$ cat src/rtl/iq_phase_demodulator_pkg.sv
// Shared constants for the I/Q phase demodulator: arctangent table, CORDIC gain, FSM states.
// Optional feature macro used elsewhere in this slice: IQ_PHASE_UNWRAP_EN.
package nice_cordic_pkg;

  // atan(2^-k) in turns, scaled so that 2^24 LSB is one full turn.
  localparam logic [23:0] ATAN_LUT [0:23] = '{
    24'd2097152, 24'd1238021, 24'd654136, 24'd332050,
    24'd166669,  24'd83416,   24'd41718,  24'd20860,
    24'd10430,   24'd5215,    24'd2608,   24'd1304,
    24'd652,     24'd326,     24'd163,    24'd81,
    24'd41,      24'd20,      24'd10,     24'd5,
    24'd3,       24'd1,       24'd1,      24'd0
  };

  localparam int unsigned CORDIC_GAIN_Q16 = 107922;

  typedef enum logic [1:0] {
    IDLE   = 2'd0,
    PREROT = 2'd1,
    ROTATE = 2'd2,
    FINISH = 2'd3
  } cordic_state_t;

endpackage

$ cat src/rtl/iq_phase_demodulator_if.sv
// Sample/result bundle between the Hilbert stage, the demodulator and its consumer.
// phase_unwrapped_o exists only when IQ_PHASE_UNWRAP_EN is defined.
interface iq_phase_demodulator_if #(
  parameter int IN_W = 24,
  parameter int PH_W = 24
);
  logic                   tick_i;
  logic signed [IN_W-1:0] i_i;
  logic signed [IN_W-1:0] q_i;
  logic signed [PH_W-1:0] phase_o;
  logic        [IN_W:0]   magnitude_o;
  logic                   done_o;
  logic                   busy_o;
  logic                   overrun_o;
`ifdef IQ_PHASE_UNWRAP_EN
  logic signed [31:0]     phase_unwrapped_o;
`endif

  modport master (
    output tick_i, i_i, q_i,
    input  phase_o, magnitude_o, done_o, busy_o, overrun_o
`ifdef IQ_PHASE_UNWRAP_EN
    , input phase_unwrapped_o
`endif
  );

  modport slave (
    input  tick_i, i_i, q_i,
    output phase_o, magnitude_o, done_o, busy_o, overrun_o
`ifdef IQ_PHASE_UNWRAP_EN
    , output phase_unwrapped_o
`endif
  );
endinterface

$ cat src/rtl/iq_phase_demodulator_microrotation.sv
// One combinational CORDIC vectoring step; drives y toward zero and accumulates the angle in z.
module cordic_microrotation
  import nice_cordic_pkg::*;
#(
  parameter int XW   = 26,
  parameter int PH_W = 24
) (
  input  logic signed [XW-1:0]   x,
  input  logic signed [XW-1:0]   y,
  input  logic        [PH_W-1:0] z,
  input  logic        [4:0]      k,
  output logic signed [XW-1:0]   x_nx,
  output logic signed [XW-1:0]   y_nx,
  output logic        [PH_W-1:0] z_nx
);

  logic signed [XW-1:0] x_sh;
  logic signed [XW-1:0] y_sh;
  logic        [PH_W-1:0] atan_k;

  assign x_sh = x >>> k;
  assign y_sh = y >>> k;

  // The table is in 24-bit turns; rescale to the configured phase width.
  if (PH_W >= 24) begin : g_atan_up
    assign atan_k = PH_W'(ATAN_LUT[k]) << (PH_W - 24);
  end else begin : g_atan_dn
    assign atan_k = PH_W'(ATAN_LUT[k] >> (24 - PH_W));
  end

  always_comb begin
    x_nx = x;
    y_nx = y;
    z_nx = z;
    if (!y[XW-1]) begin
      x_nx = x + y_sh;
      y_nx = y - x_sh;
      z_nx = z + atan_k;
    end else begin
      x_nx = x - y_sh;
      y_nx = y + x_sh;
      z_nx = z - atan_k;
    end
  end

endmodule

$ cat src/rtl/iq_phase_demodulator.sv
// Iterative CORDIC (vectoring) turning each I/Q sample into phase and unscaled magnitude.
// Define IQ_PHASE_UNWRAP_EN to add the 32-bit unwrapped phase accumulator.
//
// state  | meaning
// IDLE   | waiting for tick_i; captures the sample on it
// PREROT | folds left-half-plane vectors by pi
// ROTATE | ITER micro-rotations, k = 0..ITER-1
// FINISH | publishes phase/magnitude, pulses done_o on the next cycle
module iq_phase_demodulator
  import nice_cordic_pkg::*;
#(
  parameter int ITER = 22,
  parameter int IN_W = 24,
  parameter int PH_W = 24
) (
  input  logic clk_i,
  input  logic reset_i,
  iq_phase_demodulator_if.slave bus
);

  localparam int XW = IN_W + 2;
  localparam logic [1:0] ST_IDLE   = IDLE;
  localparam logic [1:0] ST_PREROT = PREROT;
  localparam logic [1:0] ST_ROTATE = ROTATE;
  localparam logic [1:0] ST_FINISH = FINISH;
  localparam logic [4:0] K_LAST    = 5'(ITER - 1);
  localparam logic [PH_W-1:0] PH_PI = {1'b1, {(PH_W-1){1'b0}}};

  logic [1:0]            state;
  logic signed [XW-1:0]  x, y, x_nx, y_nx;
  logic [PH_W-1:0]       z, z_nx, z_out;
  logic [4:0]            k;
  logic                  zero_q;
  logic [PH_W-1:0]       phase_q;
  logic [IN_W:0]         mag_q;
  logic                  done_q;
  logic                  overrun_q;

  cordic_microrotation #(.XW(XW), .PH_W(PH_W)) u_rot (
    .x    (x),
    .y    (y),
    .z    (z),
    .k    (k),
    .x_nx (x_nx),
    .y_nx (y_nx),
    .z_nx (z_nx)
  );

  // A zero vector has no defined angle; report 0 rather than the summed table.
  assign z_out = zero_q ? '0 : z;

  always_ff @(posedge clk_i) begin
    if (!reset_i) begin
      state     <= ST_IDLE;
      x         <= '0;
      y         <= '0;
      z         <= '0;
      k         <= '0;
      zero_q    <= 1'b0;
      phase_q   <= '0;
      mag_q     <= '0;
      done_q    <= 1'b0;
      overrun_q <= 1'b0;
    end else begin
      done_q <= 1'b0;
      if (bus.tick_i && (state != ST_IDLE)) overrun_q <= 1'b1;
      case (state)
        ST_IDLE: begin
          if (bus.tick_i) begin
            x      <= {{2{bus.i_i[IN_W-1]}}, bus.i_i};
            y      <= {{2{bus.q_i[IN_W-1]}}, bus.q_i};
            zero_q <= (bus.i_i == '0) && (bus.q_i == '0);
            state  <= ST_PREROT;
          end
        end
        ST_PREROT: begin
          if (x[XW-1]) begin
            x <= -x;
            y <= -y;
            z <= PH_PI;
          end else begin
            z <= '0;
          end
          k     <= '0;
          state <= ST_ROTATE;
        end
        ST_ROTATE: begin
          x <= x_nx;
          y <= y_nx;
          z <= z_nx;
          k <= k + 5'd1;
          if (k == K_LAST) state <= ST_FINISH;
        end
        ST_FINISH: begin
          phase_q <= z_out;
          mag_q   <= x[IN_W:0];
          done_q  <= 1'b1;
          state   <= ST_IDLE;
        end
        default: state <= ST_IDLE;
      endcase
    end
  end

  assign bus.phase_o     = phase_q;
  assign bus.magnitude_o = mag_q;
  assign bus.done_o      = done_q;
  assign bus.busy_o      = (state != ST_IDLE);
  assign bus.overrun_o   = overrun_q;

`ifdef IQ_PHASE_UNWRAP_EN
  logic signed [31:0] unwrap_q;
  logic               have_prev;
  logic [PH_W-1:0]    delta;

  // Difference taken modulo one turn, so a step across +/-pi stays small.
  assign delta = z_out - phase_q;

  always_ff @(posedge clk_i) begin
    if (!reset_i) begin
      unwrap_q  <= '0;
      have_prev <= 1'b0;
    end else if (state == ST_FINISH) begin
      have_prev <= 1'b1;
      if (!have_prev) unwrap_q <= 32'(signed'(z_out));
      else            unwrap_q <= unwrap_q + 32'(signed'(delta));
    end
  end

  assign bus.phase_unwrapped_o = unwrap_q;
`endif

endmodule

$ cat src/flat_wrapper.sv
// flat-port wrapper written by rule: the top's interface ports become plain ports
module iq_phase_demodulator_flat import nice_cordic_pkg::*;
#(
  parameter int ITER = 22,
  parameter int IN_W = 24,
  parameter int PH_W = 24
)
  (clk_i, reset_i, bus_tick_i, bus_i_i, bus_q_i, bus_phase_o, bus_magnitude_o, bus_done_o, bus_busy_o, bus_overrun_o);
  iq_phase_demodulator_if #(.IN_W(IN_W), .PH_W(PH_W)) bus_i ();
  input  logic clk_i;
  input  logic reset_i;
  input wire logic [$bits(bus_i.tick_i)-1:0] bus_tick_i;
  input wire logic [$bits(bus_i.i_i)-1:0] bus_i_i;
  input wire logic [$bits(bus_i.q_i)-1:0] bus_q_i;
  output wire logic [$bits(bus_i.phase_o)-1:0] bus_phase_o;
  output wire logic [$bits(bus_i.magnitude_o)-1:0] bus_magnitude_o;
  output wire logic [$bits(bus_i.done_o)-1:0] bus_done_o;
  output wire logic [$bits(bus_i.busy_o)-1:0] bus_busy_o;
  output wire logic [$bits(bus_i.overrun_o)-1:0] bus_overrun_o;
  assign bus_i.tick_i = bus_tick_i;
  assign bus_i.i_i = bus_i_i;
  assign bus_i.q_i = bus_q_i;
  assign bus_phase_o = bus_i.phase_o;
  assign bus_magnitude_o = bus_i.magnitude_o;
  assign bus_done_o = bus_i.done_o;
  assign bus_busy_o = bus_i.busy_o;
  assign bus_overrun_o = bus_i.overrun_o;
  iq_phase_demodulator #(.ITER(ITER), .IN_W(IN_W), .PH_W(PH_W)) u_core (.clk_i(clk_i), .reset_i(reset_i), .bus(bus_i));
endmodule
$ cat config.mk
export PLATFORM = sky130hd
export DESIGN_NAME = iq_phase_demodulator_flat
export DESIGN_NICKNAME = d
export VERILOG_FILES = /design/src/rtl/iq_phase_demodulator_pkg.sv /design/src/rtl/iq_phase_demodulator_if.sv /design/src/rtl/iq_phase_demodulator_microrotation.sv /design/src/rtl/iq_phase_demodulator.sv /design/src/flat_wrapper.sv
export SDC_FILE = /design/constraint.sdc
export NUM_CORES = 1
export LEC_CHECK = 0
export CAP_MARGIN = 20
export CORE_UTILIZATION = 35
export DETAILED_ROUTE_END_ITERATION = 10
export GPL_TIMING_DRIVEN = 0
export PLACE_DENSITY = 0.49
export SLEW_MARGIN = 20
export SYNTH_ARGS = -nofsm -noshare
export SYNTH_HDL_FRONTEND = slang
export SYNTH_SLANG_ARGS = --single-unit
$ cat constraint.sdc
create_clock -name clk_i -period 6.7 [get_ports clk_i]
set_input_delay 1.675 -clock clk_i [delete_from_list [all_inputs] [get_ports clk_i]]
set_output_delay 1.675 -clock clk_i [all_outputs]
set_load 0.02 [all_outputs]
# Yosys cells after proc, flatten, opt, wreduce, memory -nomap -nowiden
# Memories as Yosys holds them, arrays and structs flattened.
# Cells that the tools add are included.
word_totals:
  output_inout_bits: 52
  ff_bits: 135
  wordCells: 63
  mem_bits_ro: 768
  mem_count: 1
op_classes:
  n_addsub: 9
  reduce_logical: 12
  eq_ne: 7
  mux: 19
  shift: 2
  magnitude_cmp: 1
  bitwise_logic: 1
mem_list:
  columns: ["name", "depth", "word_bits", "read_ports", "rd_ports_with_merged_regs", "wr", "line_no", "source"]
  rows:
  - ["(no name shown)", 32, 24, 1, 0, 0, "iq_phase_demodulator_microrotation.sv:26", "assign atan_k = PH_W'(ATAN_LUT[k]) << (PH_W - 24);"]
ops:
  columns: ["op", "count"]
  rows:
  - ["$mux 26", 6]
  - ["$pmux 26 s3", 2]
  - ["$mux 24", 5]
  - ["$add 26x26->26", 2]
  - ["$neg 26->26", 2]
  - ["$sshr 26x5->26", 2]
  - ["$sub 26x26->26", 2]
  - ["$logic_not 24->1", 2]
  - ["$pmux 24 s2", 1]
  - ["$add 24x24->24", 1]
  - ["$sub 24x24->24", 1]
  - ["$pmux 5 s2", 1]
  - ["$pmux 2 s4", 1]
  - ["$ge 6x6->1 const B", 1]
  - ["$not 5->6", 1]
  - ["$reduce_and 2->1", 3]
  - ["$add 5x1->5 const B", 1]
  - ["$eq 5x5->1 const B", 1]
  - ["$eq 2x2->1 const B", 2]
  - ["$mux 2", 2]
  - ["$ne 2x1->1 const B", 2]
  - ["$reduce_bool 2->1", 2]
  - ["$reduce_and 3->1", 1]
  - ["$reduce_bool 3->1", 1]
  - ["5 further kinds", 6]

# Longest topological paths before layout
# Gate-level depths: netlist (run 1).
logic_depth:
  word_depth: 7
  mapped_depth: 30

# Cells and area by module
# Synthesis (run 1) repeated with hierarchy kept, for this count alone.
hier_totals:
  cells_unflattened: 1965
  area_unflattened_um2: 15514.9
modules_own_cells:
  columns: ["mod", "area_per_inst_um2", "instances", "cells_each"]
  rows:
  - ["cordic_microrotation", 8883.5, 1, 1159]
  - ["iq_phase_demodulator", 6631.4, 1, 806]

# Worst setup path after synthesis (run 1)
# Ideal clock, no wire load.
synth_timing:
  path_type: "reg-to-reg"
  from: "reg u_core.k[0]"
  to: "reg u_core.z[23]"
  path_stages_with_launch: 25
  setup_ps: 117
  arrival_time_ps: 5315
  period_less_slack_ps: 5432
  t_required_ps: 6583
  path_slack_ps: 1268
  n_path_buf: 4
  path_cell_list: "dfxtp_1 > buf_2 > buf_2 > inv_2 > buf_2 > buf_1 > ha_1 > mux4_2 > o21ai_0 > ha_1 > o21ai_0 > nor4_2 > nand2_1 > o21ai_2 > xor2_1 > ha_1 > and3_1 > nand2_1 > a211oi_1 > o221ai_1 > o21ai_0 > a31oi_1 > xnor2_1 > a21oi_1 > nor2_1"
synth_between:
  elab_chain_len: 7
synth_rtl:
  columns: ["item", "line_no", "source"]
  rows:
  - ["from (decl)", "iq_phase_demodulator.sv:32", "logic [4:0] k;"]
  - ["from (signal assigned)", "iq_phase_demodulator.sv:91", "k <= k + 5'd1;"]
  - ["$not 5->6 (implied by the code) (*)", "iq_phase_demodulator_microrotation.sv:26", null]
  - ["$mem_v2 32x24 (*)", null, null]
  - ["$mux 24 (implied by the code) (*) (2 in series)", "iq_phase_demodulator_microrotation.sv:26", null]
  - ["$add 24x24->24 or $sub 24x24->24 (tied branches)", "iq_phase_demodulator_microrotation.sv:38, iq_phase_demodulator_microrotation.sv:42", null]
  - ["$mux 24 (*)", "iq_phase_demodulator_microrotation.sv:35", "if (!y[XW-1]) begin"]
  - ["$pmux 24 s2 (*)", "iq_phase_demodulator.sv:67", "case (state)"]
  - ["to (signal assigned)", "iq_phase_demodulator.sv:90", "z <= z_nx;"]
  - ["to (decl)", "iq_phase_demodulator.sv:31", "logic [PH_W-1:0] z, z_nx, z_out;"]
# Mark *: on every way between the ends. The rest lies on a longest branch, timed or not. The select of a mux whose other input is x is not followed.
# A chain may end at the register's enable or synchronous reset.

# Worst setup path after layout (run 1)
layout_timing:
  from: "reg u_core.k[3]"
  to: "reg u_core.x[24]"
layout_between:
  elab_chain_len: 4
layout_rtl:
  columns: ["item", "line_no", "source"]
  rows:
  - ["$sshr 26x5->26 (*)", "iq_phase_demodulator_microrotation.sv:22", "assign y_sh = y >>> k;"]
  - ["$add 26x26->26 or $sub 26x26->26 (tied branches)", "iq_phase_demodulator_microrotation.sv:36, iq_phase_demodulator_microrotation.sv:40", null]
  - ["$mux 26 (*)", "iq_phase_demodulator_microrotation.sv:35", null]
  - ["$pmux 26 s3 (*)", "iq_phase_demodulator.sv:67", null]
  - ["to (signal assigned)", "iq_phase_demodulator.sv:70", "x <= {{2{bus.i_i[IN_W-1]}}, bus.i_i};"]
  - ["to (signal assigned)", "iq_phase_demodulator.sv:78", "x <= -x;"]
  - ["to (signal assigned)", "iq_phase_demodulator.sv:88", "x <= x_nx;"]
  - ["to (decl)", "iq_phase_demodulator.sv:30", "logic signed [XW-1:0] x, y, x_nx, y_nx;"]
# Mark *: on every way between the ends. The rest lies on a longest branch, timed or not.

==> reports/qor.txt, run 1 <==
Status -> finished, final reports clean
R2r setup slk -> 0.11 ns
Combinational fraction of design power -> 0.799
P_sw -> 6.24 mW
Worst-Margin Slew -> 1.18 ns
Clock power share -> 0.097
Setup ws final -> 0.106 ns
Minimum clock period -> 6.59 ns
Switching part of the total -> 0.570
Net count after synthesis -> 2205
Sequential area share after synthesis -> 0.169
Clock skew -> 0.0163 ns
Nets -> 2328
Core Area -> 45300 µm²
Via density -> 6.25
Crit-path max FO -> 10
Grt ovf -> 0
Crit path DAT -> 6.99 ns
Hold Path Origin -> u_core.bus.overrun_o
Die Y-Extent -> 216 µm
Die area -> 46700 µm²
H-tree depth -> 4
Die width -> 216 µm
Layout cell share with drive strength beyond 1 -> 0.102
Detailed Place HPWL -> 64000 µm
Initial DRC count -> 1807
Pins Over Slew Limit -> 0
CTS Buf Count -> 17
Pint -> 4.71 mW
Site Rows -> 78
Routed Antenna Nets -> 0
Post-layout instance area -> 18700 µm²
WL/cell -> 29.6 µm
Placed Area -> 17800 µm²
Root Buffer -> clkbuf_16
Top cells by area, synth -> dfxtp_1, ha_1, mux4_2
Cells after Synth -> 2059
Fin util -> 0.412
Post-synth EDFFs -> 0
Startpoint types -> register
Hold Crit Class -> reg -> reg
Dpl ws -> -0.875 ns
Ys Warns -> 0
Setup crit start -> u_core.k[3]
WL final -> 83100 µm
Fin crit share -> 0.984
Clk_lat worst skew -> 0.51 ns
Clock Path Buffers -> 2
CP endpoint kind -> register
Synth area leader -> dfxtp_1
Vias post-DR -> 17512
CP Cell Sequence -> clkbuf_1, clkbuf_2, buf_2, clkbuf_1, buf_2, buf_1, mux2i_1, o21ai_0, o32ai_1, ha_1, and3_1, a31oi_2, o211ai_1, o211ai_1, o21ai_0, xor2_1, a2111oi_1, nor2_1
Placer Congestion -> 1.07
Hold worst-path end -> u_core.bus.overrun_o
Depth of the worst register-to-register path -> 18
Slowest Stage Delay on Critical Path -> 0.64 ns
Peak VDD IR -> 231 µV
Clock-pin slew on the worst setup and hold paths -> 0.07 ns
Reg-to-reg startpoint -> u_core.k[3]
Slowest cell on crit path -> buf_1
First-pass GRT wire length -> 119000 µm
Rel. slew slack -> 0.208
Static Leak -> 7.04 nW
Seq pwr share -> 0.104
Maximum Capacitance Violations -> 0
Top cell type's share of synthesized area -> 0.169
DRC -> 0
Crit Path Category -> reg -> reg
Vias in the first global route -> 16626
Io pins -> 103
R2R Path End -> u_core.x[24]
CTS tree -> built
Post-Syn Area -> 16000 µm²
I/O Buffers -> 102
Netlist cell types -> 95
Final Hold Viols -> 0
Mean post-synth cell area -> 7.79 µm²
Yosys reg bits -> 135
Starting Density -> 0.354
Fmax -> 152 MHz
Hold path depth -> 2
Initial antenna violation count -> 4
CP required -> 7.09 ns
Final setup fails -> 0
Gr usage total -> 0.355
P&R area growth vs syn -> 16.4%
First-pass detailed-route iteration total -> 5
Clk sinks -> 135
PwrDens -> 587 nW/µm²
Top FF cell, synth -> dfxtp_1
Final hold slack -> 0.503 ns
Async S/R FF share, synth -> 0
Largest net degree at the start of global routing -> 17
[critical path, delay by kind of cell (launching register included)]
| family | cells | cell delay [ns] |
|---|---|---|
| buffers and inverters | 6 | 2.82 |
| muxes | 1 | 0.47 |
| adders and majority gates | 1 | 0.41 |
| xor gates and xnor gates | 1 | 0.16 |
| and+or+nand+nor | 2 | 0.29 |
| AOI/OAI and AO/OA | 7 | 1.98 |
| DFF | 1 | 0.32 |
[power by group through the flow]
stage               Clock (mW)  Sequential, mW  Combinational (mW)
floorplan                    0            1.08                5.74
CTS                       1.09            1.13                8.39
global placement             0            1.14                8.23
detailed placement           0            1.15                8.27
global route              1.11            1.15                9.38
finish                    1.06            1.14                8.75
[registers in the layout, indices dropped and copies added (netlist names)]
name and cells:
u_core.zero_q 1, u_core.bus.magnitude_o 25, u_core.x 26, u_core.bus.overrun_o 1
u_core.bus.done_o 1, u_core.bus.phase_o 24, u_core.z 24, u_core.y 26
u_core.k 5, u_core.state 2
[logic make-up (layout without fill, tap and decap cells)]
| group | after synthesis | after routing | synth area share |
|---|---|---|---|
| AOI/OAI and AO/OA | 595 | 595 | 0.246 |
| xor gates and xnor gates | 141 | 141 | 0.0779 |
| adders and majority gates | 95 | 95 | 0.0755 |
| buffers and inverters | 215 | 351 | 0.0612 |
| DFF | 135 | 135 | 0.169 |
| muxes | 138 | 138 | 0.131 |
| other | 0 | 8 | 0 |
| and+or+nand+nor | 740 | 740 | 0.240 |
[metal layers]
layer / vias to the layer above / GRT usage / part of all wire
li1: 7867 / - / -
met1: 8522 / 0.480 / 0.44
met2: 944 / 0.521 / 0.42
met3: 179 / 0.0936 / 0.089
met4: 0 / 0.167 / 0.045
met5: - / 0 / 0
[stage by stage]
| stage | TNS, ns | std cells | total power, mW |
|---|---|---|---|
| after floorplan | 0 | 2059 | 6.82 |
| after global placement | -15.90 | 2761 | 9.37 |
| after detailed placement | -15.20 | 2761 | 9.41 |
| after CTS | 0 | 2793 | 10.6 |
| after global routing | -0.00862 | 2795 | 11.6 |
| final | 0 | 2803 | 10.9 |
[worst max path at each step]
stage	to	cells after the start
floorplan	u_core.z[23]	24
global placement	u_core.z[23]	26
detailed placement	u_core.z[23]	26
CTS	u_core.y[25]	21
global route	u_core.z[23]	24
finish	u_core.x[24]	18
[cell usage after synthesis, types with 17 or more instances]
cell type and instances:
o22ai_1 18, dfxtp_1 135, ha_1 92, xnor2_1 80, a21o_1 35, nand2b_1 30
o21a_1 17, clkbuf_1 114, nor4_1 29, mux2i_1 55, o21ai_0 117, xor2_1 60
inv_1 43, nor3_1 54, buf_2 21, o211ai_1 23, a22oi_1 19, nand3_1 42
a22o_1 17, nor2_1 170, a21oi_1 149, mux2_2 28, mux4_2 44, or3_1 18
a221oi_1 30, nand2_1 159, nor2b_1 115, and2_1 41, a31oi_1 26
[repair_timing]
item,in CTS,in global routing
resized for setup,31,32
setup endpoints to repair,34,28
setup buffers,0,2
pin swaps,0,6
hold buffers,0,0
[layout by cell type, fill, tap and decap left out, types with 43 or more instances in the layout]
master,count
dfxtp_1,134
inv_1,43
mux2i_1,52
nor2b_1,114
nor3_1,53
clkdlybuf4s50_1,102
a21oi_1,148
xnor2_1,79
o21ai_0,113
nand2_1,159
clkbuf_1,103
mux4_2,44
ha_1,91
xor2_1,60
nor2_1,170
[area by class of cell]
class                      count  area, µm²
antenna                        8       20.0
timing repair buffer         105       1040
multi-input combinational   1709      12500
fill                        4779      26600
sequential                   135       2700
inverter                      48        180
tap                          600        751
clock buffer                  17        425
clock inverter                15        194
buffer                       166        856
(Power assumes the default switching activity.)
==> run 2: changes to the inputs <==
--- a/config.mk
+++ b/config.mk
@@ -6,10 +6,10 @@
 export NUM_CORES = 1
 export LEC_CHECK = 0
 export CAP_MARGIN = 20
-export CORE_UTILIZATION = 35
+export CORE_UTILIZATION = 45
 export DETAILED_ROUTE_END_ITERATION = 10
 export GPL_TIMING_DRIVEN = 0
-export PLACE_DENSITY = 0.49
+export PLACE_DENSITY = 0.6
 export SLEW_MARGIN = 20
 export SYNTH_ARGS = -nofsm -noshare
 export SYNTH_HDL_FRONTEND = slang
==> reports/qor.txt, run 2 (synthesized netlist as in run 1, its figures left out) <==
Startpoint types -> register
Depth of the worst register-to-register path -> 22
PwrDens -> 593 nW/µm²
R2r setup slk -> 0.07 ns
Via density -> 6.73
Tot Pwr -> 11.0 mW
Commonest cells after routing, fill and taps aside -> nor2_1, nand2_1, a21oi_1
CTS tree -> built
Top delay family on crit path -> buffers and inverters
Reg-to-reg startpoint -> u_core.k[4]
DRC -> 0
WL/cell -> 29.9 µm
Final setup fails -> 0
CP endpoint -> u_core.z[20]
Peak VDD IR -> 411 µV
Crit Path Category -> reg -> reg
Fmax -> 151 MHz
WL final -> 79400 µm
CP endpoint kind -> register
Clock skew -> 0.0204 ns
Root Buffer -> clkbuf_16
Layout cell share with drive strength beyond 1 -> 0.104
Vias post-DR -> 17900
Final Hold Viols -> 0
Clock-pin slew on the worst setup and hold paths -> 0.07 ns
Fin crit share -> 0.990
Hold Crit Class -> reg -> reg
Minimum clock period -> 6.63 ns
Most common cell after layout, fill and taps aside -> nor2_1
Vias in the first global route -> 17190
Placer Congestion -> 1.05
# fillers -> 3339
Slowest Stage Delay on Critical Path -> 0.62 ns
Io pins -> 103
Die Y-Extent -> 191 µm
First-pass detailed-route iteration total -> 6
Static Leak -> 7.05 nW
Grt ovf -> 0
Crit path DAT -> 6.99 ns
Die width -> 191 µm
Starting Density -> 0.461
R2R Path End -> u_core.z[20]
Die area -> 36400 µm²
Worst path bufs/invs -> 7
Status -> finished, final reports clean
Slowest cell on crit path -> dfxtp_1
Initial DRC count -> 1826
Crit path depth -> 22
Clk sinks -> 135
Setup crit start -> u_core.k[4]
Detailed Place HPWL -> 61000 µm
Most frequent CP cell -> clkbuf_2
CP required -> 7.06 ns
Clock Path Buffers -> 2
First-pass GRT wire length -> 115000 µm
Routed Antenna Nets -> 0
Pins Over Slew Limit -> 0
I/O Buffers -> 102
Rel. slew slack -> 0.116
H-tree depth -> 4
Gr usage total -> 0.438
Clk_lat worst skew -> 0.47 ns
Initial antenna violation count -> 4
Worst-Margin Slew -> 1.33 ns
Crit-path max FO -> 10
P&R area growth vs syn -> 15.6%
Largest net degree at the start of global routing -> 17
CP Cell Sequence -> clkbuf_2, clkbuf_2, buf_4, buf_4, clkbuf_2, clkbuf_2, nand3_1, nand2_1, inv_1, ha_1, a21o_1, fa_1, nor2b_1, o21ai_0, a21oi_1, o41ai_1, o21ai_1, a21oi_1, o31ai_1, xor2_1, a22o_1, and2_1
Site Rows -> 68
Core Area -> 34800 µm²
CTS Buf Count -> 17
Maximum Capacitance Violations -> 0
Nets -> 2333
Fin util -> 0.533
-- run 2: layout make-up --
cell class              count  area (µm²)  share of cell area
multi-input cells        1709       12500               0.676
flip-flops and latches    135        2700               0.146
repair buffers            110        1090              0.0587
plain buffers             166         848              0.0458
well taps                 455         569              0.0307
clock buffers              18         439              0.0237
inverters                  48         180             0.00972
clock inverters            13         165             0.00891
diodes                      4        10.0            0.000540
-- run 2: routing by layer --
metal / global-route usage / share of wire / wire length (µm) / vias to the layer above
li1: - / - / - / 7877
met1: 0.562 / 0.41 / 32300 / 8575
met2: 0.633 / 0.41 / 32900 / 1189
met3: 0.141 / 0.12 / 9320 / 255
met4: 0.265 / 0.062 / 4940 / 4
met5: 0 / 0.00047 / 37 / -
-- run 2: how the worst min path moves through the flow --
| stage | from | endpoint | cells past startpoint |
|---|---|---|---|
| final | u_core.bus.overrun_o | u_core.bus.overrun_o | 2 |
| after global routing | u_core.bus.overrun_o | u_core.bus.overrun_o | 2 |
| after detailed placement | u_core.bus.overrun_o | u_core.bus.overrun_o | 2 |
| after global placement | u_core.bus.overrun_o | u_core.bus.overrun_o | 2 |
| after floorplan | u_core.z[22] | u_core.z[22] | 2 |
| after CTS | u_core.bus.overrun_o | u_core.bus.overrun_o | 2 |
-- run 2: power by group --
part / leakage (nW) / total (mW) / switching, mW / internal [mW]
registers: 1.10 / 1.14 / 0.190 / 0.950
clock network: 0.293 / 1.04 / 0.472 / 0.569
logic: 5.65 / 8.81 / 5.62 / 3.20
total: 7.05 / 11.0 / 6.28 / 4.72
-- run 2: repair_timing --
action,CTS,global route
setup endpoints to repair,30,21
pin swaps,3,7
hold buffers,0,0
endpoints found under the hold margin,0,0
resized for setup,38,28
buffers inserted,2,5
-- run 2: per-stage QoR --
step | setup TNS [ns] | std cells | worst slack (ns) | instance area [µm²] | hold WS (ns)
6_report | 0 | 2658 | 0.0689 | 18500 | 0.495
2_1_floorplan | 0 | 2059 | 1.27 | 16000 | 0.465
5_1_grt | -0.00366 | 2655 | -0.00366 | 18500 | 0.538
4_1_cts | 0 | 2649 | 0.00271 | 18400 | 0.502
3_5_place_dp | -16.42 | 2616 | -1.06 | 17600 | 0.485
3_3_place_gp | -17.71 | 2616 | -1.03 | 17600 | 0.484
-- run 2: worst reg2reg max path, stage by stage (launching register included) --
cell and delay (ns):
dfxtp_1 0.62, clkbuf_2 0.44, clkbuf_2 0.39, buf_4 0.33, buf_4 0.25, clkbuf_2 0.42
clkbuf_2 0.37, nand3_1 0.12, nand2_1 0.18, inv_1 0.07, ha_1 0.28, a21o_1 0.22
fa_1 0.43, nor2b_1 0.19, o21ai_0 0.12, a21oi_1 0.29, o41ai_1 0.17, o21ai_1 0.53
a21oi_1 0.22, o31ai_1 0.42, xor2_1 0.12, a22o_1 0.21, and2_1 0.15
